$ cat src/rtl/pool_pkg.sv
// Shared definitions for the pooling reduction unit: mode codes, log2 helper and signed saturation.
package pool_pkg;

    localparam int MODE_SUM  = 0;
    localparam int MODE_MAX  = 1;
    localparam int MODE_MEAN = 2;

    function automatic int clog2(input int value);
        int result;
        result = 0;
        for (int i = 0; i < 31; i++) begin
            if ((1 << i) < value) begin
                result = i + 1;
            end
        end
        return result;
    endfunction

    // Sign-extends an in_w-bit value and clamps it to the out_w-bit signed range.
    function automatic logic [63:0] sat_signed(input logic [63:0] value, input int in_w, input int out_w);
        logic signed [63:0] v;
        logic signed [63:0] hi;
        logic signed [63:0] lo;
        v  = $signed(value << (64 - in_w)) >>> (64 - in_w);
        hi = (64'sd1 <<< (out_w - 1)) - 64'sd1;
        lo = -(64'sd1 <<< (out_w - 1));
        if (v > hi) begin
            return hi;
        end
        if (v < lo) begin
            return lo;
        end
        return v;
    endfunction

endpackage

$ cat src/rtl/pool_lane.sv
// One lane of the pooling reducer: wide accumulator, signed max/sum combine and finalisation.
// POOL_SAT_EN selects clamping instead of wrap-around for sum-mode results.
module pool_lane
    import pool_pkg::*;
#(
    parameter int TOTAL_BITS = 16,
    parameter int WINDOW     = 4,
    parameter int MODE       = MODE_MAX
) (
    input  logic                  clk,
    input  logic                  rst,
    input  logic                  i_accept,
    input  logic                  i_first,
    input  logic [TOTAL_BITS-1:0] i_data,
    output logic [TOTAL_BITS-1:0] o_final
);

    localparam int LOG2W = clog2(WINDOW);
    localparam int ACC_W = TOTAL_BITS + LOG2W;

    logic signed [ACC_W-1:0] r_acc;
    logic signed [ACC_W-1:0] w_beat;
    logic signed [ACC_W-1:0] w_next;

    assign w_beat = ACC_W'($signed(i_data));

    // The first beat of a window overwrites whatever a flushed window left behind.
    generate
        if (MODE == MODE_MAX) begin : g_max
            assign w_next = i_first ? w_beat : ((w_beat > r_acc) ? w_beat : r_acc);
        end else begin : g_add
            assign w_next = i_first ? w_beat : (r_acc + w_beat);
        end
    endgenerate

    always_ff @(posedge clk) begin
        if (rst) begin
            r_acc <= '0;
        end else if (i_accept) begin
            r_acc <= w_next;
        end
    end

    generate
        if (MODE == MODE_MEAN) begin : g_finMean
            logic signed [ACC_W-1:0] w_shift;
            assign w_shift = w_next >>> LOG2W;
            assign o_final = TOTAL_BITS'(w_shift);
        end else if (MODE == MODE_SUM) begin : g_finSum
`ifdef POOL_SAT_EN
            logic [63:0] w_sat;
            assign w_sat   = sat_signed(64'(w_next), ACC_W, TOTAL_BITS);
            assign o_final = TOTAL_BITS'(w_sat);
`else
            assign o_final = TOTAL_BITS'(w_next);
`endif
        end else begin : g_finMax
            assign o_final = TOTAL_BITS'(w_next);
        end
    endgenerate

endmodule

$ cat src/rtl/pool_reduce_stream.sv
// Streaming multi-lane pooling reducer (sum/max/mean over WINDOW beats) with a one-entry output register.
// Define POOL_SAT_EN to saturate sum-mode results instead of wrapping.
module pool_reduce_stream
    import pool_pkg::*;
#(
    parameter int TOTAL_BITS = 16,
    parameter int Q          = 12,
    parameter int LANES      = 4,
    parameter int WINDOW     = 4,
    parameter int MODE       = MODE_MAX
) (
    input  logic                        clk,
    input  logic                        rst,
    input  logic                        flush,
    input  logic                        in_valid,
    output logic                        in_ready,
    input  logic [LANES*TOTAL_BITS-1:0] in_data,
    output logic                        out_valid,
    input  logic                        out_ready,
    output logic [LANES*TOTAL_BITS-1:0] out_data
);

    localparam int LOG2W = clog2(WINDOW);

    generate
        if (Q >= TOTAL_BITS || (1 << LOG2W) != WINDOW || WINDOW < 2) begin : g_badParams
            $error("pool_reduce_stream: WINDOW must be a power of two >= 2 and Q < TOTAL_BITS");
        end
    endgenerate

    logic [LOG2W-1:0]            r_cnt;
    logic                        r_outValid;
    logic [LANES*TOTAL_BITS-1:0] r_outData;
    logic [LANES*TOTAL_BITS-1:0] w_laneFinal;
    logic                        w_accept;
    logic                        w_first;
    logic                        w_last;

    // A stalled result blocks every beat, not only the final one of a window.
    assign in_ready  = ~r_outValid | out_ready;
    assign w_accept  = in_valid & in_ready & ~flush;
    assign w_first   = (r_cnt == '0);
    assign w_last    = (r_cnt == LOG2W'(WINDOW - 1));
    assign out_valid = r_outValid;
    assign out_data  = r_outData;

    always_ff @(posedge clk) begin
        if (rst || flush) begin
            r_cnt <= '0;
        end else if (w_accept) begin
            r_cnt <= r_cnt + LOG2W'(1);
        end
    end

    // A new final beat wins over the drain so back-to-back results never bubble.
    always_ff @(posedge clk) begin
        if (rst) begin
            r_outValid <= 1'b0;
            r_outData  <= '0;
        end else if (w_accept && w_last) begin
            r_outValid <= 1'b1;
            r_outData  <= w_laneFinal;
        end else if (out_ready) begin
            r_outValid <= 1'b0;
        end
    end

    generate
        for (genvar k = 0; k < LANES; k++) begin : g_lane
            pool_lane #(
                .TOTAL_BITS(TOTAL_BITS),
                .WINDOW    (WINDOW),
                .MODE      (MODE)
            ) u_lane (
                .clk     (clk),
                .rst     (rst),
                .i_accept(w_accept),
                .i_first (w_first),
                .i_data  (in_data[k*TOTAL_BITS +: TOTAL_BITS]),
                .o_final (w_laneFinal[k*TOTAL_BITS +: TOTAL_BITS])
            );
        end
    endgenerate

endmodule
$ cat config.mk
export PLATFORM = sky130hd
export DESIGN_NAME = pool_reduce_stream
export DESIGN_NICKNAME = d
export VERILOG_FILES = /design/src/rtl/pool_pkg.sv /design/src/rtl/pool_lane.sv /design/src/rtl/pool_reduce_stream.sv
export SDC_FILE = /design/constraint.sdc
export NUM_CORES = 1
export LEC_CHECK = 0
export BUFFER_PORTS_ARGS = -buffer_cell sky130_fd_sc_hd__buf_2
export CAP_MARGIN = 15
export CORE_MARGIN = 2
export CORE_UTILIZATION = 30
export DETAILED_ROUTE_END_ITERATION = 12
export GPL_TIMING_DRIVEN = 0
export SYNTH_ARGS = -nofsm -noshare
export SYNTH_HDL_FRONTEND = slang
export SYNTH_SLANG_ARGS = --single-unit
$ cat constraint.sdc
create_clock -name clk -period 2.5 [get_ports clk]
set_clock_uncertainty 0.15 [all_clocks]
set_input_delay 0.25 -clock clk [delete_from_list [all_inputs] [get_ports clk]]
set_output_delay 0.25 -clock clk [all_outputs]
set_load 0.02 [all_outputs]
Yosys cells after proc, flatten, opt, wreduce, memory -nomap -nowiden --
Cells that the tools add are included. W data, S select, Z words.
Word-level totals: register bits 139, input bits 69, logic and storage cells 44
Cells by class: add/subtract/negate cells 1, magnitude comparators 4, eq/ne operators 1, multiplexer cells 10, bitwise gates (word level) 5, reduce and logical (&&, ||, !) cells 12
Operator list (count):
- $mux W18 | 8
- $gt A16 B18 Y1 | 4
- $reduce_bool A2 Y1 | 5
- $reduce_and A2 Y1 | 4
- $add A2 B1 Y2 const B | 1
- $and A1 B1 Y1 | 2
- $eq A2 B2 Y1 const B | 1
- $logic_not A2 Y1 | 1
- $mux W1 | 2
- $not A1 Y1 | 2
- $logic_and A1 B1 Y1 | 1
- $logic_or A1 B1 Y1 | 1
- $or A1 B1 Y1 | 1

Logic depth before layout (Yosys ltp) --
word-level depth 6, mapped depth 11

Hierarchy --
Synthesis repeated with hierarchy kept, for this count alone.
Second synthesis, totals: cells, all modules 1003, area total of the unflattened synthesis 9181.3 um^2
Modules (own cells, without submodules):
- pool_lane (g_lane[1].u_lane ...) | times used 3, cells each 169, area each 1532.7 um^2, seq. area each 340.3 um^2
- pool_reduce_stream | times used 1, cells each 327, area each 3046.7 um^2, seq. area each 1341.3 um^2
- pool_lane (g_lane[0].u_lane) | times used 1, cells each 169, area each 1536.5 um^2, seq. area each 340.3 um^2

Worst setup path after synthesis --
OpenSTA, ideal clock, no wires.
path kind reg-to-reg, from register g_lane[3].u_lane.r_acc[13], to register r_outData[50] (netlist: out_data[50]), arrival time 2.232 ns, path slack -0.025 ns, stages on the path, launching flop included 10, path buffers 1, cell sequence dfxtp_1 -> inv_1 -> ha_1 -> nand4_2 -> or4_4 -> a221oi_4 -> o21ai_2 -> buf_2 -> a31oi_1 -> a211oi_2
On the way: longest elaborated chain between the ends 3
Ends and longest elaborated chain:
- start, declared | RTL line pool_lane.sv:21 | logic signed [ACC_W-1:0] r_acc;
- start signal, assigned | RTL line pool_lane.sv:40 | r_acc <= w_next;
- $gt A16 B18 Y1 | RTL line pool_lane.sv:30 | assign w_next = i_first ? w_beat : ((w_beat > r_acc) ? w_beat : r_acc);
- $mux W18 (2 in a row) | RTL line pool_lane.sv:30
- end signal, assigned | RTL line pool_reduce_stream.sv:62 | r_outData <= w_laneFinal;
- end, declared | RTL line pool_reduce_stream.sv:33 | logic [LANES*TOTAL_BITS-1:0] r_outData;
Every way passes these cells. The select of a mux whose other input is x is not followed. A chain may end at the register's enable or synchronous reset.

Worst setup path in the final report --
from register g_lane[3].u_lane.r_acc[10], to register r_outData[61] (netlist: out_data[61])
Same word-level chain as after synthesis.

==> flow_results.org <==
** Global route
- The initial antenna violation count was 1.
- The number of global-route vias before repair was approximately 8,200.
- Pin count of the biggest net entering global routing :: 17
- Total global routing overflow :: 0
- The first global-routing pass estimated between 40,000 and 50,000 µm of wire.
- Global routing used 20.81% of the available tracks.

** Timing
- Worst slew margin relative to its limit :: 45.09%
- Count of endpoints failing hold in the final timing report :: 0
- Derived from the worst setup path, the maximum achievable clock frequency is around 0.37 GHz.
- Tightest Pin Transition :: approximately 0.82 ns
- Pins Over Slew Limit :: 0
- Final WS setup :: -0.1902 ns
- Final hold analysis gives a worst-case slack of around 0.0020 ns.
- Setup violations remaining at the end of the flow were counted as 53.
- After layout, the worst path uses 107.6% of the clock period.
- Post-layout minimum cycle time :: between 2 and 3 ns
- Setup repair after global routing could not meet its margin everywhere.

** Clock tree
- Sinks on the clock net :: approximately 140
- H-tree level count :: 4
- The clock passes through at most 2 buffers.
- For the worst-skew pair, the clock arrives at the later sink with an insertion delay of between 0.4 and 0.5 ns.
- TritonCTS clock tree :: built
- TritonCTS created 17 clock buffers.
- The root buffer cell chosen for the clock tree is sky130_fd_sc_hd__clkbuf_16.
- Reg clk slew, reported paths :: 0.06 ns

** Pwr
- Switching power summed over all nets :: 1.726 mW
- Internal power comes to about 4.6 mW.
- Switching part of the total power :: between 20% and 30%
- Sequential cells account for a little over a third of the total power.
- For this design the ratio of total power to cell area is just over 500 mW/mm².
- Proportion of power drawn by the clock network :: a little under half
- Per report_power, the combinational group accounts for between 10% and 20% of the total.
- LEAKAGE :: 4.624 nW
- Peak supply drop :: between 0.4 and 0.5 mV

** Worst setup path
- The number of cells on the worst reg-to-reg path is 10.
- The worst setup path is launched from a flip-flop.
- The critical path starts at g_lane[3].u_lane.r_acc[10].
- FF-to-FF setup slack :: -0.19 ns
- End of the worst register-to-register path :: out_data[61]
- Source of the worst register-to-register timing path :: g_lane[3].u_lane.r_acc[10]
- Data arrival time of the critical path :: roughly 2.8 ns
- By startpoint and endpoint, the worst setup path is classified as reg2reg.
- Largest fanout on the critical path :: 7
- Critical Path End Type :: flip-flop
- Required time of the critical path :: about 2.6 ns

** Floorplan
- Die area :: around 0.027 mm²
- Die outline width :: around 160 µm
- The die is between 150 and 200 µm tall.
- For this design the top-level I/O count stands at between 100 and 150.
- Cell Rows :: 58
- The core region is about 0.025 mm².
- Once the floorplan was initialized, standard cells occupied a little under a third of the core.

** Yosys
- Most frequent cell after synthesis :: sky130_fd_sc_hd__dfxtp_1
- Gate count of the mapped netlist :: about 900
- Sequential elements use a little over a third of the synthesized area.
- Fraction of synthesized cell area taken by the top area cell type :: between 30% and 40%
- The most used flip-flop cell after synthesis is sky130_fd_sc_hd__dfxtp_1.
- Post-synthesis async set-or-reset flop share :: 0%
- Counting distinct cell types in the post-synthesis netlist gives 61.
- The largest total area in the synthesized netlist belongs to sky130_fd_sc_hd__dfxtp_1.
- Syn Area/Cell :: around 8.5 µm²
- Count of flip-flops with a built-in enable after synthesis :: 0
- The synthesized netlist occupies a cell area of between 0.007 and 0.008 mm².
- The synthesized design contains 135 register bits.
- Count of warnings emitted by yosys :: 0
- Number of nets produced by synthesis :: 1,057
- Ranked by total cell area, the synthesized netlist is headed by sky130_fd_sc_hd__dfxtp_1 (35%), sky130_fd_sc_hd__ha_1 (11%), sky130_fd_sc_hd__o31ai_1 (5.1%), sky130_fd_sc_hd__o21ai_0 (4.3%), sky130_fd_sc_hd__inv_1 (3.8%).
- The commonest cells after synthesis are sky130_fd_sc_hd__dfxtp_1 (135), sky130_fd_sc_hd__inv_1 (78), sky130_fd_sc_hd__ha_1 (70), sky130_fd_sc_hd__o21ai_0 (67), sky130_fd_sc_hd__clkbuf_1 (63).

** Outcome
- Result of the run :: finished with violations
- Violations in the final reports :: setup timing

** Place
- The HPWL after detailed placement is ~19,000 µm.
- Placed cell areas :: about 0.009 mm²
- During placement, the flow inserted port buffers numbering between 100 and 150.
- Routability congestion estimate :: around 0.85

** Detailed routing
- Before antenna repair, the detailed router went through 7 iterations.
- In the routed design, unresolved DRC markers number 0.
- Average detailed-routed wire length per instance :: between 20 and 25 µm
- Total number of vias :: ~8,700
- Summed over all layers, the routed wires come to 30,700 µm.
- For this block, the initial DRC count from the detailed router was 777.
- After detailed routing, the number of vias per cell comes to between 5 and 6.
- Post-route antenna net violation count :: 0

** Min path
- The worst hold path was traced through 3 stages.
- The worst hold path terminates at g_lane[0].u_lane.r_acc[6].
- Path category of the worst min-delay check :: in2reg
- In this run the most critical hold path is launched from in_data[6].

** Cells and area
- Final Cell Area :: ~0.012 mm²
- Total Nets Final :: roughly 1,300
- Measured on the finished design, the core utilization comes to 48.57%.
- Fraction of final layout cells sized beyond drive strength 1 :: between 40% and 50%
- The filler cells instantiated in the layout total 2,257.
- Growth of design area from synthesis to finish :: 58.27%

** Run
- Max Cap Viol :: 0
## cells in the final DEF (no fill, tap or decap), types with 30 or more instances in the layout
master / Yosys / layout
sky130_fd_sc_hd__buf_2: 11 / 131
sky130_fd_sc_hd__dfxtp_1: 135 / 100
sky130_fd_sc_hd__inv_1: 78 / 56
sky130_fd_sc_hd__buf_4: 2 / 56
sky130_fd_sc_hd__dlygate4sd3_1: 0 / 55
sky130_fd_sc_hd__o21ai_0: 67 / 49
sky130_fd_sc_hd__a21oi_1: 54 / 46
sky130_fd_sc_hd__nand4_1: 41 / 41
sky130_fd_sc_hd__nand2_1: 43 / 40
sky130_fd_sc_hd__ha_1: 70 / 37
sky130_fd_sc_hd__nor2_1: 35 / 35
sky130_fd_sc_hd__dfxtp_2: 0 / 34
sky130_fd_sc_hd__ha_4: 0 / 32
sky130_fd_sc_hd__nand3_1: 39 / 30
## worst max-delay path by stage
| stage | cells after the start | end | slack [ns] |
|---|---|---|---|
| 3_3_place_gp | 9 | g_lane[0].u_lane.r_acc[5] | -0.44 |
| 3_5_place_dp | 9 | g_lane[0].u_lane.r_acc[5] | -0.42 |
| 2_1_floorplan | 9 | out_data[50] | 0.01 |
| 6_report | 10 | out_data[61] | -0.19 |
| 5_1_grt | 10 | out_data[50] | -0.27 |
| 4_1_cts | 10 | out_data[61] | -0.13 |
## sequential cells by signal (all words and copies together), names as in the netlist
register / cells
out_data: 64
r_cnt: 2
out_valid: 1
g_lane.u_lane.r_acc: 68
## what timing repair did
item / CTS / global route
hold endpoints to repair: 86 / 0
hold buffers: 60 / 0
cloned: 7 / 5
buffers inserted: 25 / 33
pin swaps: 36 / 73
resized for setup: 134 / 283
endpoints found under the setup margin: 131 / 128
## per-stage QoR
| step | cells | setup slack, ns | power (mW) | setup TNS (ns) |
|---|---|---|---|---|
| detailed placement | 1381 | -0.4159 | 3.006 | -33.49 |
| floorplan | 918 | 0.01138 | 2.748 | 0 |
| global route | 1534 | -0.2692 | 6.516 | -10.09 |
| CTS | 1503 | -0.1274 | 6.061 | -1.798 |
| global placement | 1381 | -0.4393 | 2.994 | -32.72 |
| finish | 1534 | -0.1902 | 6.317 | -5.468 |
## per-layer routing
metal	GRT usage, %	up-vias	routed length, µm
li1	-	4029	-
met1	26.83	4248	12810
met2	34.29	334	15170
met3	4.144	67	1884
met4	7.905	0	832
met5	0	-	0
## critical path, cell delays in order (launching register included)
cell	delay (ns)
sky130_fd_sc_hd__dfxtp_2	0.34
sky130_fd_sc_hd__inv_2	0.05
sky130_fd_sc_hd__ha_4	0.26
sky130_fd_sc_hd__nand4_4	0.12
sky130_fd_sc_hd__or4_4	0.57
sky130_fd_sc_hd__a221oi_4	0.31
sky130_fd_sc_hd__buf_4	0.17
sky130_fd_sc_hd__o21ai_4	0.12
sky130_fd_sc_hd__buf_8	0.20
sky130_fd_sc_hd__a31oi_4	0.14
sky130_fd_sc_hd__a211oi_2	0.09
## cell type report
class	instances	area, µm²	share of cell area, %
clock buffer	20	466.7	3.794
inverter	79	299.0	2.431
multi-input combinational	622	5710	46.42
sequential	135	2749	22.35
tap	330	412.9	3.356
clock inverter	11	195.2	1.587
antenna	1	2.502	0.02034
timing repair buffer	258	1924	15.64
buffer	78	541.8	4.404
## logic make-up (layout without fill, tap and decap cells)
| kind of cell | Yosys count | count (layout) | share of synthesized area [%] |
|---|---|---|---|
| AO/OA/AOI/OAI | 348 | 348 | 31.38 |
| AND/OR/NAND/NOR | 186 | 186 | 11.93 |
| buffers and inverters | 161 | 446 | 8.355 |
| flip-flops | 135 | 135 | 34.77 |
| adder cells (fa/ha/maj) | 70 | 70 | 11.27 |
| multiplexers | 17 | 17 | 2.189 |
| XOR/XNOR | 1 | 1 | 0.1127 |
| other | 0 | 1 | 0 |
## power by group through the flow
stage | sequential, mW | clock [mW] | combinational, mW
4_1_cts | 2.25 | 2.90 | 0.912
3_3_place_gp | 2.29 | 0 | 0.702
3_5_place_dp | 2.29 | 0 | 0.713
6_report | 2.26 | 2.88 | 1.18
5_1_grt | 2.26 | 2.98 | 1.27
2_1_floorplan | 2.28 | 0 | 0.463
Note: power is estimated with default switching activity, not from simulation.
